**src/rtl/dlx_bp_pkg.sv**
```systemverilog
// Shared definitions for the DLX branch predictor: 2-bit counter encodings,
// id_ctrl bit positions, FSM state type and the saturating counter update.
package dlx_bp_pkg;

  typedef enum logic [1:0] {
    SNT = 2'd0,
    WNT = 2'd1,
    WT  = 2'd2,
    ST  = 2'd3
  } ctr_e;

  localparam int CTRL_BR = 1;
  localparam int CTRL_EQ = 0;

  typedef enum logic {
    INIT = 1'b0,
    RUN  = 1'b1
  } bp_state_e;

  function automatic ctr_e ctr_update(input ctr_e c, input logic taken);
    ctr_e n;
    case (c)
      SNT:     n = taken ? WNT : SNT;
      WNT:     n = taken ? WT  : SNT;
      WT:      n = taken ? ST  : WNT;
      default: n = taken ? ST  : WT;
    endcase
    return n;
  endfunction

endpackage

```
**src/rtl/bp_counter_table.sv**
```systemverilog
// Branch history table: ENTRIES 2-bit counters, one async read port and one
// sync write port that either loads WNT (init sweep) or applies a saturating step.
module bp_counter_table
  import dlx_bp_pkg::*;
#(
  parameter  int ENTRIES = 64,
  localparam int IDX_W   = $clog2(ENTRIES)
) (
  input  logic             clk,
  input  logic [IDX_W-1:0] rd_idx,
  output ctr_e             rd_ctr,
  input  logic             wr_en,
  input  logic             wr_init,
  input  logic             wr_taken,
  input  logic [IDX_W-1:0] wr_idx
);

  ctr_e mem_q [ENTRIES];

  // Read is unbypassed: a same-cycle write is only visible next cycle.
  assign rd_ctr = mem_q[rd_idx];

  always_ff @(posedge clk) begin
    if (wr_en) begin
      mem_q[wr_idx] <= wr_init ? WNT : ctr_update(mem_q[wr_idx], wr_taken);
    end
  end

endmodule

```
**src/rtl/branch_predict_unit.sv**
```systemverilog
// Bimodal branch predictor with power-up table sweep and registered mispredict.
// Optional BP_STATS_EN adds saturating branch / mispredict counters.
module branch_predict_unit
  import dlx_bp_pkg::*;
#(
  parameter int ENTRIES = 64,
  parameter int PC_W    = 32
) (
  input  logic            clk,
  input  logic            rst,
  input  logic            if_valid,
  input  logic [PC_W-1:0] if_pc,
  output logic            pred_taken,
  input  logic            id_valid,
  input  logic            id_stall,
  input  logic [PC_W-1:0] id_pc,
  input  logic [1:0]      id_ctrl,
  input  logic            id_cmp,
  input  logic            id_pred_taken,
  output logic            PC_sel,
  output logic            mispredict,
  output logic            redirect_taken,
  output logic            init_done
`ifdef BP_STATS_EN
  ,
  output logic [31:0]     stat_branches,
  output logic [31:0]     stat_mispredicts
`endif
);

  localparam int IDX_W = $clog2(ENTRIES);

  bp_state_e        state_q, state_d;
  logic [IDX_W-1:0] sweep_q, sweep_d;
  logic             mispredict_q, mispredict_d;
  logic             redirect_q, redirect_d;
  logic             resolve, br_update, tbl_init, tbl_we;
  logic [IDX_W-1:0] rd_idx, id_idx, tbl_widx;
  ctr_e             rd_ctr;
  logic             unused_pc_bits;

  assign rd_idx = if_pc[IDX_W+1:2];
  assign id_idx = id_pc[IDX_W+1:2];
  assign unused_pc_bits = ^{if_pc[PC_W-1:IDX_W+2], if_pc[1:0],
                            id_pc[PC_W-1:IDX_W+2], id_pc[1:0]};

  assign PC_sel     = id_ctrl[CTRL_BR] & ~(id_ctrl[CTRL_EQ] ^ id_cmp);
  assign init_done  = (state_q == RUN);
  assign resolve    = id_valid & ~id_stall & init_done;
  assign br_update  = resolve & id_ctrl[CTRL_BR];
  assign pred_taken = if_valid & init_done & rd_ctr[1];

  always_comb begin
    state_d  = state_q;
    sweep_d  = sweep_q;
    tbl_init = 1'b0;
    case (state_q)
      INIT: begin
        tbl_init = 1'b1;
        sweep_d  = sweep_q + 1'b1;
        if (sweep_q == IDX_W'(ENTRIES - 1)) state_d = RUN;
      end
      RUN: state_d = RUN;
    endcase
  end

  assign tbl_we       = tbl_init | br_update;
  assign tbl_widx     = tbl_init ? sweep_q : id_idx;
  assign mispredict_d = resolve & (PC_sel ^ id_pred_taken);
  assign redirect_d   = resolve & PC_sel;

  always_ff @(posedge clk) begin
    if (rst) begin
      state_q      <= INIT;
      sweep_q      <= '0;
      mispredict_q <= 1'b0;
      redirect_q   <= 1'b0;
    end else begin
      state_q      <= state_d;
      sweep_q      <= sweep_d;
      mispredict_q <= mispredict_d;
      redirect_q   <= redirect_d;
    end
  end

  assign mispredict     = mispredict_q;
  assign redirect_taken = redirect_q;

  bp_counter_table #(.ENTRIES(ENTRIES)) u_table (
    .clk      (clk),
    .rd_idx   (rd_idx),
    .rd_ctr   (rd_ctr),
    .wr_en    (tbl_we),
    .wr_init  (tbl_init),
    .wr_taken (PC_sel),
    .wr_idx   (tbl_widx)
  );

`ifdef BP_STATS_EN
  logic [31:0] stat_br_q, stat_mp_q;

  always_ff @(posedge clk) begin
    if (rst) begin
      stat_br_q <= '0;
      stat_mp_q <= '0;
    end else begin
      if (br_update && (stat_br_q != '1))    stat_br_q <= stat_br_q + 32'd1;
      if (mispredict_d && (stat_mp_q != '1)) stat_mp_q <= stat_mp_q + 32'd1;
    end
  end

  assign stat_branches    = stat_br_q;
  assign stat_mispredicts = stat_mp_q;
`endif

endmodule

```
**config.mk**
```make
export PLATFORM = sky130hd
export DESIGN_NAME = branch_predict_unit
export DESIGN_NICKNAME = d
export VERILOG_FILES = /design/src/rtl/dlx_bp_pkg.sv /design/src/rtl/bp_counter_table.sv /design/src/rtl/branch_predict_unit.sv
export SDC_FILE = /design/constraint.sdc
export NUM_CORES = 1
export LEC_CHECK = 0
export ABC_CLOCK_PERIOD_IN_PS = 4400
export BUFFER_PORTS_ARGS = -buffer_cell sky130_fd_sc_hd__buf_2
export CAP_MARGIN = 20
export CORE_ASPECT_RATIO = 1.4
export CORE_UTILIZATION = 52
export DETAILED_ROUTE_END_ITERATION = 6
export GPL_ROUTABILITY_DRIVEN = 0
export PLACE_DENSITY = 0.73
export REMOVE_ABC_BUFFERS = 1
export SLEW_MARGIN = 30
export SYNTH_ARGS = -nofsm -noshare
export SYNTH_HDL_FRONTEND = slang
export SYNTH_SLANG_ARGS = --single-unit
```
**constraint.sdc**
```tcl
create_clock -name clk -period 4.4 [get_ports clk]
set_clock_uncertainty 0.2 [all_clocks]
set_input_delay 0.22 -clock clk [delete_from_list [all_inputs] [get_ports clk]]
set_output_delay 0.22 -clock clk [all_outputs]
set_load 0.02 [all_outputs]
```
; ---- Word-level counts from Yosys, hierarchy flattened
; Memory sizes are Yosys's and may differ from the RTL's.
; Cells that the tools add are included.
; W data, S select, Z words.
[word_totals]
ff_bits = 9
mem_bits_rw = 128
in_bits = 73
word_cells = 37
n_memories = 1
[mem_list]
columns = memory, depth, word_bits, read_ports, rd_clocked_by_memory_dff, write_ports, line_no
row1 = u_table.mem_q, 64, 2, 2, 0, 1, bp_counter_table.sv:18  ; ctr_e mem_q [ENTRIES];
[classes]
n_addsub = 1
eq_ne = 3
mux = 13
bitwise_logic = 14
n_reduce_logical = 1
[ops]
columns = cell, n
row1 = $and A1 B1 Y1, 8
row2 = $mux W2, 4
row3 = $add A6 B1 Y6 const B, 1
row4 = $eq A6 B6 Y1 const B, 1
row5 = $mux W1, 6
row6 = $mux W6, 1
row7 = $pmux W2 S3, 1
row8 = $not A1 Y1, 3
row9 = $eq A2 B1 Y1 const B, 1
row10 = $eq A2 B2 Y1 const B, 1
row11 = $logic_not A2 Y1, 1
row12 = $pmux W1 S2, 1
row13 = $xor A1 B1 Y1, 2
row14 = $or A1 B1 Y1, 1

; ---- Longest topological paths before layout
[depth]
word_depth = 7
depth_mapped = 11
mapped_depth_nobuf = 8

; ---- Cells and area by module
; From an unflattened synthesis, not the netlist that was laid out.
[unflattened]
cells_unflattened = 470
area_unflattened_um2 = 6937.9
[modules_own_cells]
columns = mod, n_inst, cells_per_inst, area_per_inst_um2, seq_area_each_um2
row1 = bp_counter_table, 1, 421, 6459.9, 3843.7
row2 = branch_predict_unit, 1, 49, 478.0, 180.2

; ---- Worst setup path before layout
; OpenSTA, ideal clock, no wires.
[synth_timing]
path_type = register to register
start = register state_q, in the netlist init_done
end = memory u_table.mem_q[0][0] (netlist name) (data pin)
setup_time_ps = 569
arrival_ps = 4074
t_required_ps = 3631
path_slack_ps = -443
stages_incl_launch_ff = 11
path_buffers = 3
period_less_slack_ps = 4843
path_cell_list = dfxtp_1 -> buf_6 -> mux2_2 -> buf_6 -> buf_6 -> nand2_1 -> a21oi_1 -> nor4_1 -> o22ai_1 -> o41ai_1 -> a2bb2oi_1
[synth_between]
elab_chain_cells = 6
word_cells_on_any_way = 8
[synth_rtl]
columns = item, line_no
row1 = start: declaration, branch_predict_unit.sv:33  ; bp_state_e state_q, state_d;
row2 = start signal: assignment, branch_predict_unit.sv:79  ; state_q <= state_d;
row3 = $mux W6, branch_predict_unit.sv:68  ; assign tbl_widx = tbl_init ? sweep_q : id_idx;
row4 = $mem_v2 Z64 W2, n/a
row5 = "$eq A2 B2 Y1, or another cell as far along", dlx_bp_pkg.sv:22  ; case (c)
row6 = $pmux W2 S3, dlx_bp_pkg.sv:22
row7 = $mux W2, bp_counter_table.sv:24  ; if (wr_en) begin
row8 = $mux W2 (*), bp_counter_table.sv:25  ; mem_q[wr_idx] <= wr_init ? WNT : ctr_update(mem_q[wr_idx], wr_taken);
row9 = end: declaration, bp_counter_table.sv:18
; Mark *: on every way between the ends. The rest lies on a longest branch, timed or not. The select of a mux whose other input is x is not followed.

; ---- Worst setup path in the final report
[layout_timing]
start = register state_q, in the netlist init_done
end = memory u_table.mem_q[5][1] (netlist name) (data pin)
; Same word-level chain as after synthesis.

==> impl_results.md <==
* DR WL/cell at 22.6 microns
* Total design power at 3.01 mW
* Reg2Reg Setup Slack at 0.61 ns
* Final Hold Viols at 0
* Min cycle time layout at 3.79 ns
* Crit path to: u_table.mem_q[5][1]
* RSZ-0062 raised after global routing: false
* Hold WS at 0.356 ns
* Die Wd at 95.3 microns
* Seq/Total Area, Yosys at 0.635
* Hpwl dp at 10.2 mm
* Slew HR at 0.446
* CP Cell Sequence: buf_4 > nor2_1 > a22oi_1 > buf_4 > a21oi_1 > nor4_1 > o22ai_1 > o41ai_1 > buf_4 > o2bb2ai_4 > buf_4
* Total grt overflow at 0
* Reg2reg end: u_table.mem_q[5][1]
* Worst skew pair latency at 0.42 ns
* CP max FO at 64
* Core Box Area at 11800 sq um
* # diodes at 0
* Initial antenna violation count at 0
* Syn_area_per_cell at 12.0 sq um
* DIE HEIGHT at 133 microns
* Area delta synth->final at 14.8%
* Ys flop type: edfxtp_1
* FILL cells at 887
* Routed vias at 4564
* DRC Markers at 0
* Flops & latches, synth at 137
* 1st-pass router iterations at 7
* Critical path's most frequent cell: buf_4
* Post-Place Setup Slack at 0.696 ns
* Final nets at 637
* Most common cell after layout, fill and taps aside: edfxtp_1
* Full die area at 12600 sq um
* PortBufs at 25
* Area of the multi-input gates at 2210 sq um
* Outcome: completed
* P_leak at 2.50 nW
* Clock buffer depth at 2
* Num CTS Buffers at 17
* Antenna-violating nets left at 0
* # rows at 47
* Commonest cells after routing, fill and taps aside: 128 x edfxtp_1, 126 x nand2_1, 81 x nor2_1, 32 x a21oi_1, 25 x buf_2
* Mapped cell area at 6330 sq um
* Max incr delay on CP at 0.46 ns
* Number of global-route vias before repair at 4566
* Pwr/cell area at 414 nW/um^2
* CP startpoint: init_done
* Delay-heaviest family, CP: buffers and inverters
* Initial core utilization at 0.536
* Largest net degree at the start of global routing at 65
* Via density at 6.31
* H-Tree Depth at 4
* Setup CP Type: reg -> reg
* I/O Pins at 78
* Fin cells at 723
* First-pass GRT wire length at 24.7 mm
* CTS tree: done
* Pin slew with the least headroom to its limit at 0.813 ns
* CP max stage cell: nor4_1
* R2R cell count at 11
* Routed WL at 16.3 mm
* Post-Place Cells at 686
* Fmax achieved at 0.264 GHz
* Global Route Usage Sum at 0.276
* Worst path depth at 11
* Synth warn at 0
* Worst r2r src: init_done
* CP Launch Type: register
* Initial DRC Count at 556
* Number of library cell types mapped by synthesis at 40
* Setup ws final at 0.610 ns
* CTS root buf: clkbuf_16
* Asr flop ratio synth at 0
* Worst Setup End Kind: register
* Max-Cap Viols at 0
* Worst VDD drop at 229 uV
* Clock slew at reported path FFs at 0.05 ns
* Final period utilization at 0.861
* EDFF count, synth at 128
* Hold crit path type: reg -> reg
* # setup viols final at 0
* Final Slew Violations at 0
* CP required at 4.28 ns
* Register Area at 4020 sq um
* Post-Synthesis Cells at 529
* CTS Sinks at 137
* Worst path arrival time at 3.67 ns
* Layout cells sized above 1 at 0.165
* Crit path buffers/inverters at 4
## worst reg2reg max path, cell delays in order, from the launching register on
cell	delay, ns
dfxtp_1	0.43
buf_4	0.35
nor2_1	0.11
a22oi_1	0.37
buf_4	0.28
a21oi_1	0.08
nor4_1	0.46
o22ai_1	0.17
o41ai_1	0.39
buf_4	0.20
o2bb2ai_4	0.05
buf_4	0.31
## cells by family after synthesis
group                    count (synthesis)  synth area share
AND/OR/NAND/NOR                        254             0.165
adder cells (fa/ha/maj)                  1           0.00197
multiplexers                            36            0.0988
flip-flops                             137             0.635
buffers and inverters                   30            0.0241
AO/OA/AOI/OAI                           65            0.0666
XOR/XNOR                                 6           0.00830
## synthesized netlist by cell type (2+ instances only)
cell	instances	share of area
a21oi_1	32	0.025
nand2b_1	3	0.0030
clkbuf_1	15	0.0089
mux2_2	2	0.0036
nand2_1	126	0.075
nor4_1	8	0.0079
xnor2_1	2	0.0028
a32oi_1	9	0.012
edfxtp_1	128	0.61
xor2_1	4	0.0055
a31oi_1	9	0.0089
nand3_1	20	0.016
nor2b_1	7	0.0069
buf_2	5	0.0039
mux2i_1	13	0.021
dfxtp_1	9	0.028
mux4_2	21	0.075
o22ai_1	5	0.0049
buf_1	4	0.0024
nor2_1	81	0.048
and3_1	2	0.0020
and2_1	2	0.0020
or3_1	2	0.0020
buf_6	4	0.0071
## cell type report
type	instances	area share
clock buffers	19	0.0595
clock inverters	13	0.0179
inverters	1	0.000516
multi-input cells	362	0.303
flip-flops and latches	137	0.553
well taps	147	0.0253
repair buffers	44	0.0402
## routing by layer
metal	global-route usage	up-vias	wire [microns]
met5	0	-	0
met4	0.171	0	925
met3	0.0603	61	1460
met2	0.433	271	8010
met1	0.343	2215	5940
li1	-	2017	-
## how the worst min path moves through the flow
stage	start	endpoint	slack, ns	cells past startpoint
final	sweep_q[5]	sweep_q[5]	0.36	2
after global routing	sweep_q[5]	sweep_q[5]	0.38	2
after CTS	sweep_q[5]	sweep_q[5]	0.35	2
after detailed placement	rst	sweep_q[2]	0.30	2
after global placement	id_pred_taken	mispredict	0.27	3
after floorplan	rst	init_done	0.09	1
## power breakdown
group	switching, mW	leakage (nW)	internal [mW]
sequential	0.00815	1.36	1.41
clock	0.532	0.274	0.827
combinational	0.153	0.868	0.0783
## flip-flops by register name (all words and copies together) (netlist names)
name / flops
redirect_taken: 1
sweep_q: 6
mispredict: 1
init_done: 1
u_table.mem_q: 128
## metrics by stage
stage | util | cell area, sq um | setup TNS (ns)
after floorplan | - | 6190 | -280.03
after global placement | 0.564 | 6660 | 0
after detailed placement | 0.564 | 6660 | 0
after CTS | 0.615 | 7270 | 0
after global routing | 0.615 | 7270 | 0
final | 0.615 | 7270 | 0
## what timing repair did
action / in CTS / in global routing
buffers inserted: 0 / 0
endpoints found under the hold margin: 9 / 0
gates resized for setup: 0 / 0
hold buffers: 5 / 0
Note: power is estimated with default switching activity, not from simulation.
